--- src/rtl/risp_pkg.sv ---
// Shared RISP types and sizing/saturation helpers
// used by the neuron and synapse blocks.
package risp_pkg;

    localparam int CHARGE_W = 8;
    localparam int POT_W    = 16;

    typedef logic signed [CHARGE_W-1:0] charge_t;
    typedef logic signed [POT_W-1:0]    potential_t;

    function automatic int sum_width(
        input int pot_w,
        input int chg_w,
        input int n
    );
        return ((pot_w > chg_w) ? pot_w : chg_w) + $clog2(n + 1) + 1;
    endfunction

    // Floor at min, saturate at the most positive value of pot_w bits
    function automatic longint sat_clamp(
        input longint sum,
        input longint min,
        input int     pot_w
    );
        longint max_v;
        max_v = (longint'(1) <<< (pot_w - 1)) - longint'(1);
        if (sum < min)
            return min;
        if (sum > max_v)
            return max_v;
        return sum;
    endfunction

endpackage

--- src/rtl/risp_charge_sum.sv ---
// Combinational sign-extending adder of all synapse
// charges onto a base potential.
module risp_charge_sum
    import risp_pkg::*;
#(
    parameter int NUM_INP      = 1,
    parameter int CHARGE_WIDTH = 8,
    parameter int SUM_W        = 18
) (
    input  logic signed [CHARGE_WIDTH-1:0] i_inp [NUM_INP],
    input  logic signed [SUM_W-1:0]        i_base,
    output logic signed [SUM_W-1:0]        o_sum
);

    localparam int EXT_W = SUM_W - CHARGE_WIDTH;

    always_comb begin
        o_sum = i_base;
        for (int i = 0; i < NUM_INP; i++) begin
            o_sum = o_sum
                  + {{EXT_W{i_inp[i][CHARGE_WIDTH-1]}}, i_inp[i]};
        end
    end

endmodule

--- src/rtl/risp_neuron.sv ---
// RISP integrate-and-fire neuron with optional leak,
// potential floor and refractory period.
module risp_neuron
    import risp_pkg::*;
#(
    parameter int NUM_INP          = 1,
    parameter int CHARGE_WIDTH     = 8,
    parameter int POTENTIAL_WIDTH  = 16,
    parameter int THRESHOLD        = 1,
    parameter int MIN_POTENTIAL    = 0,
    parameter int LEAK             = 0,
    parameter int REFRACTORY       = 0,
    parameter int FIRE_LIKE_RAVENS = 0
) (
    input  logic                              clk,
    input  logic                              arstn,
    input  logic                              en,
    input  logic signed [CHARGE_WIDTH-1:0]    inp [NUM_INP],
    output logic                              out,
    output logic signed [POTENTIAL_WIDTH-1:0] potential
);

    localparam int SUM_W = sum_width(POTENTIAL_WIDTH, CHARGE_WIDTH, NUM_INP);
    localparam int RW    = (REFRACTORY > 0) ? $clog2(REFRACTORY + 1) : 1;
    localparam int PEXT  = SUM_W - POTENTIAL_WIDTH;

    logic signed [POTENTIAL_WIDTH-1:0] r_pot;
    logic                              r_fire;
    logic [RW-1:0]                     r_refr;

    logic signed [SUM_W-1:0]           w_base;
    logic signed [SUM_W-1:0]           w_sum;
    logic signed [POTENTIAL_WIDTH-1:0] w_clamp;
    logic                              w_refr;
    logic                              w_fire;

    assign w_base = (LEAK != 0) ? '0
                  : {{PEXT{r_pot[POTENTIAL_WIDTH-1]}}, r_pot};

    risp_charge_sum #(
        .NUM_INP      (NUM_INP),
        .CHARGE_WIDTH (CHARGE_WIDTH),
        .SUM_W        (SUM_W)
    ) u_sum (
        .i_inp  (inp),
        .i_base (w_base),
        .o_sum  (w_sum)
    );

    // Compare and clamp in 64 bits so any THRESHOLD/floor fits
    assign w_refr  = (r_refr != '0);
    assign w_fire  = en && !w_refr
                   && (longint'(w_sum) >= longint'(THRESHOLD));
    assign w_clamp = POTENTIAL_WIDTH'(sat_clamp(longint'(w_sum),
                                                longint'(MIN_POTENTIAL),
                                                POTENTIAL_WIDTH));

    always_ff @(posedge clk or negedge arstn) begin
        if (!arstn) begin
            r_pot  <= '0;
            r_fire <= 1'b0;
            r_refr <= '0;
        end else if (en) begin
            r_fire <= w_fire;
            unique case (1'b1)
                w_refr: begin
                    r_refr <= r_refr - RW'(1);
                    r_pot  <= '0;
                end
                w_fire: begin
                    r_refr <= RW'(REFRACTORY);
                    r_pot  <= '0;
                end
                default: r_pot <= w_clamp;
            endcase
        end
    end

    assign out       = (FIRE_LIKE_RAVENS != 0) ? w_fire : r_fire;
    assign potential = r_pot;

endmodule

--- config.mk ---
export PLATFORM = sky130hd
export DESIGN_NAME = risp_neuron
export DESIGN_NICKNAME = d
export VERILOG_FILES = /design/src/rtl/risp_pkg.sv /design/src/rtl/risp_charge_sum.sv /design/src/rtl/risp_neuron.sv
export SDC_FILE = /design/constraint.sdc
export NUM_CORES = 1
export LEC_CHECK = 0
export ABC_AREA = 1
export BUFFER_PORTS_ARGS = -buffer_cell sky130_fd_sc_hd__buf_2
export CAP_MARGIN = 20
export CORE_AREA = 5 5 70 72
export CTS_CLUSTER_SIZE = 20
export DETAILED_ROUTE_END_ITERATION = 8
export DIE_AREA = 0 0 75 77
export PLACE_DENSITY = 0.71
export SLEW_MARGIN = 20
export SYNTH_ARGS = -nofsm -noshare
export SYNTH_HDL_FRONTEND = slang
export SYNTH_HIERARCHICAL = 1
export SYNTH_SLANG_ARGS = --single-unit
--- constraint.sdc ---
create_clock -name clk -period 6.6 [get_ports clk]
set_input_delay 0.99 -clock clk [delete_from_list [all_inputs] [get_ports clk]]
set_output_delay 0.99 -clock clk [all_outputs]
set_load 0.01 [all_outputs]
==> summary.txt <==
RUN
-----------------------------------------------------------------------------------------
Maximum Capacitance Violations                                                          0

WORST SETUP PATH
-----------------------------------------------------------------------------------------
Worst endpoint required time                                                      6.74 ns
Worst reg-to-reg path cell count                                                       15
WP data arrival                                                                   2.86 ns
Element type at the critical path end                                            register
Crit-path max FO                                                                        4
Critical path start-end classification                                       input pin to register
Critical path startpoint category                                               input pin

GLOBAL ROUTING
-----------------------------------------------------------------------------------------
Global-route usage over all layers                                                  13.3%
Vias in the first global route                                                      1,484
Pin count of the biggest net entering global routing                                   18
GR Overflow Total                                                                       0
Wire length of the first global-routing pass                                      6.17 mm
Antenna violations before repair                                                        0

ROUTING
-----------------------------------------------------------------------------------------
Count of unresolved DRC violations after routing                                        0
Final routed wirelength across all metal layers                                   3.50 mm
Number of vias in the routed layout                                                 1,546
TritonRoute pass-1 iters                                                                4
Avg Vias per Cell                                                                    4.66
Number of DRC markers in iteration 0                                                   70
Antenna-violating nets left                                                             0
Wire per inst                                                                     10.6 um

PLACED DESIGN
-----------------------------------------------------------------------------------------
Cells after DPL                                                                       328
Number of I/O port buffers                                                             27
Hpwl dp                                                                           3.00 mm
Placer Congestion                                                                   0.907

FINISH
-----------------------------------------------------------------------------------------
Area overhead of the layout relative to synthesis                                   14.5%
Nets                                                                                  310
Non-filler instance count after layout                                                332
Diodes inserted                                                                         0
Ratio of cells with drive above 1 in the final layout                               15.4%

DIE
-----------------------------------------------------------------------------------------
Effective utilization at floorplan                                                  38.3%
X dimension of the die                                                              75 um
Die ar.                                                                         5780 um^2
Top-Level Pins                                                                         28
Standard-cell row count                                                                24
Die extent in y                                                                     77 um
Core area                                                                       4230 um^2

LOGIC SYNTHESIS
-----------------------------------------------------------------------------------------
Cell types with the highest counts after synthesis                           sky130_fd_sc_hd__nand2_1, sky130_fd_sc_hd__inv_1, sky130_fd_sc_hd__nor2_1
Share of the yosys chip area belonging to registers                                 26.2%
Mean Syn Cell Area                                                              6.46 um^2
Post-synth EDFFs                                                                        0
Flop and latch count out of synthesis                                                  17
Xor/xnor share of the synthesized area                                              4.86%
Dominant combinational cell family by area after synthesis                   simple AND/OR/NAND/NOR gates
Post-synth net total                                                                  280
Flip-flop cell with the highest count after synthesis                        sky130_fd_sc_hd__dfrtp_1
Complex-gate fraction of the synthesized area                                       7.18%
Fraction of the mapped netlist area in adder cells                                  14.4%
Fraction of the mapped netlist area in simple logic gates                           35.9%
Largest cells by area after synthesis                                        sky130_fd_sc_hd__dfrtp_1, sky130_fd_sc_hd__nand2_1, sky130_fd_sc_hd__ha_1, sky130_fd_sc_hd__inv_1, sky130_fd_sc_hd__nor2_1
Netlist area before placement                                                   1620 um^2
Distinct cell type count of the synthesized netlist                                    23
Gate count of the mapped netlist                                                      251
Yosys warns                                                                             6
Multiplexer share of the synthesized area                                              0%
Fraction of synthesized cell area taken by the top area cell type                   26.2%
Proportion of register bits with asynchronous set or reset after synthesis           100%
Dominant cell by count in the synthesized netlist                            sky130_fd_sc_hd__nand2_1
Cell type with the highest aggregate area in the netlist                     sky130_fd_sc_hd__dfrtp_1

CTS
-----------------------------------------------------------------------------------------
Number of resized instances in the post-cts repair step                                 0
Clock Tree Root                                                              sky130_fd_sc_hd__clkbuf_8
Source-to-sink clock delay at the later pin of the worst-skew pair                0.24 ns
Number of sinks driven by the clock tree                                               17
Setup Buffers After CTS                                                                 0
Clock buffers created by TritonCTS                                                      3
Clock-pin slew of the registers on the worst-case setup and hold paths            0.06 ns
Buffer levels on the longest clock path                                                 2
Number of buffers added to fix hold violations after cts                                0
CTS tree                                                                              yes
CTS H-tree depth                                                                        1

TIMING
-----------------------------------------------------------------------------------------
Time the final worst path needs with I/O delays and setup                         2.72 ns
Highest Clock Rate                                                                367 MHz
Post-route setup TNS                                                                 0 ns
Max Slew Vio Count                                                                      0
Worst Max-Slew Pin Slew                                                          0.368 ns
Unrepaired setup endpoints after global routing                                        no
Worst setup skew after layout                                                  0.00172 ns
Worst rel slew slack                                                                75.5%
Crit share post-route                                                               41.3%
Hold Fails Final Rpt                                                                    0
Number of endpoints failing setup at the final stage                                    0

OUTCOME
-----------------------------------------------------------------------------------------
Status                                                                       finished clean

WORST HOLD PATH
-----------------------------------------------------------------------------------------
Worst Hold Path Cells                                                                   2
Hold Path Class                                                              register to register

PWR
-----------------------------------------------------------------------------------------
Worst IR drop on VDD                                                           0.000106 V
Power density cells                                                           116 nW/um^2
Leakage                                                                           1.12 nW

placed cells by master (no fill, tap or decap):
cell type                  instances
sky130_fd_sc_hd__o21ai_0           5
sky130_fd_sc_hd__clkbuf_8          3
sky130_fd_sc_hd__or2_0             1
sky130_fd_sc_hd__nand3b_1          1
sky130_fd_sc_hd__xnor2_1           3
sky130_fd_sc_hd__a21o_1            1
sky130_fd_sc_hd__nor3_1            1
sky130_fd_sc_hd__inv_1            47
sky130_fd_sc_hd__buf_2            27
sky130_fd_sc_hd__nand2_2           6
sky130_fd_sc_hd__and2_0            1
sky130_fd_sc_hd__nor2_2            4
sky130_fd_sc_hd__fa_1              1
sky130_fd_sc_hd__a21oi_1          15
sky130_fd_sc_hd__xor2_1            6
sky130_fd_sc_hd__nor2_1           34
sky130_fd_sc_hd__clkbuf_1          1
sky130_fd_sc_hd__nand2_1          69
sky130_fd_sc_hd__dfrtp_1          17
sky130_fd_sc_hd__nor3_2            1
sky130_fd_sc_hd__a21oi_2           1
sky130_fd_sc_hd__nand3_2           1
sky130_fd_sc_hd__ha_1             17
sky130_fd_sc_hd__and2_1            2
sky130_fd_sc_hd__nand3_1          15
final cells by class:
class                           instances  area [um^2]
Timing Repair Buffer                   27          135
Tap cell                               52         65.1
Multi-Input combinational cell        185         1010
Inverter                               47          176
Fill cell                             427         2380
Clock buffer                            4         45.0
Sequential cell                        17          425
final timing paths:
kind	slack [ns]	to	startpoint
worst min register to register	0.51	potential[9]	potential[9]
max in group asynchronous	5.68	out	arstn
worst max-delay path	3.88	out	inp[0]
worst min-delay path	0.51	potential[9]	potential[9]
worst max register to register	4.30	out	potential[0]
min in group asynchronous	0.65	potential[2]	arstn
flip-flops by register name (all words and copies together), names as in the netlist:
name and count:
out 1, potential 16
power breakdown:
group	switching, mW	total [mW]	internal, mW
clock network	0.0321	0.0748	0.0427
logic	0.0233	0.0357	0.0124
registers	0.000383	0.105	0.105
total	0.0558	0.216	0.160
worst max-delay path: stages:
cell	delay [ns]
sky130_fd_sc_hd__buf_2	0.08
sky130_fd_sc_hd__ha_1	0.20
sky130_fd_sc_hd__inv_1	0.07
sky130_fd_sc_hd__fa_1	0.39
sky130_fd_sc_hd__nand3b_1	0.17
sky130_fd_sc_hd__nand2_1	0.12
sky130_fd_sc_hd__nand3_1	0.09
sky130_fd_sc_hd__nand2_2	0.10
sky130_fd_sc_hd__nand2_1	0.07
sky130_fd_sc_hd__nand3_1	0.06
sky130_fd_sc_hd__nand2_1	0.05
sky130_fd_sc_hd__or2_0	0.18
sky130_fd_sc_hd__nor2_1	0.10
sky130_fd_sc_hd__nand3_1	0.07
sky130_fd_sc_hd__nand2_1	0.05
sky130_fd_sc_hd__nand2_1	0.05
cells by family after synthesis:
group,after synthesis
compound gates,22
buf+inv,49
simple gates,136
flops,17
xor+xnor,9
fa+ha+maj,18
through the flow:
step | util [%] | power (mW) | worst slack, ns | instance area [um^2] | hold WS [ns]
finish | 43.9 | 0.216 | 3.88 | 1860 | 0.509
global route | 43.9 | 0.232 | 3.67 | 1860 | 0.540
CTS | 43.9 | 0.220 | 3.88 | 1860 | 0.514
detailed placement | 42.8 | 0.143 | 3.63 | 1810 | 0.501
global placement | 42.8 | 0.143 | 3.66 | 1810 | 0.493
floorplan | - | 0.131 | 3.84 | 1620 | 0.513
layer usage:
layer	part of all wire, %	track usage [%]	wire (um)
met1	47	17.6	1640
met2	49	22.3	1720
met3	3.4	1.31	118
met4	0.71	3.91	25
met5	0	0	0
No activity file was read; power rests on OpenSTA's default activity.
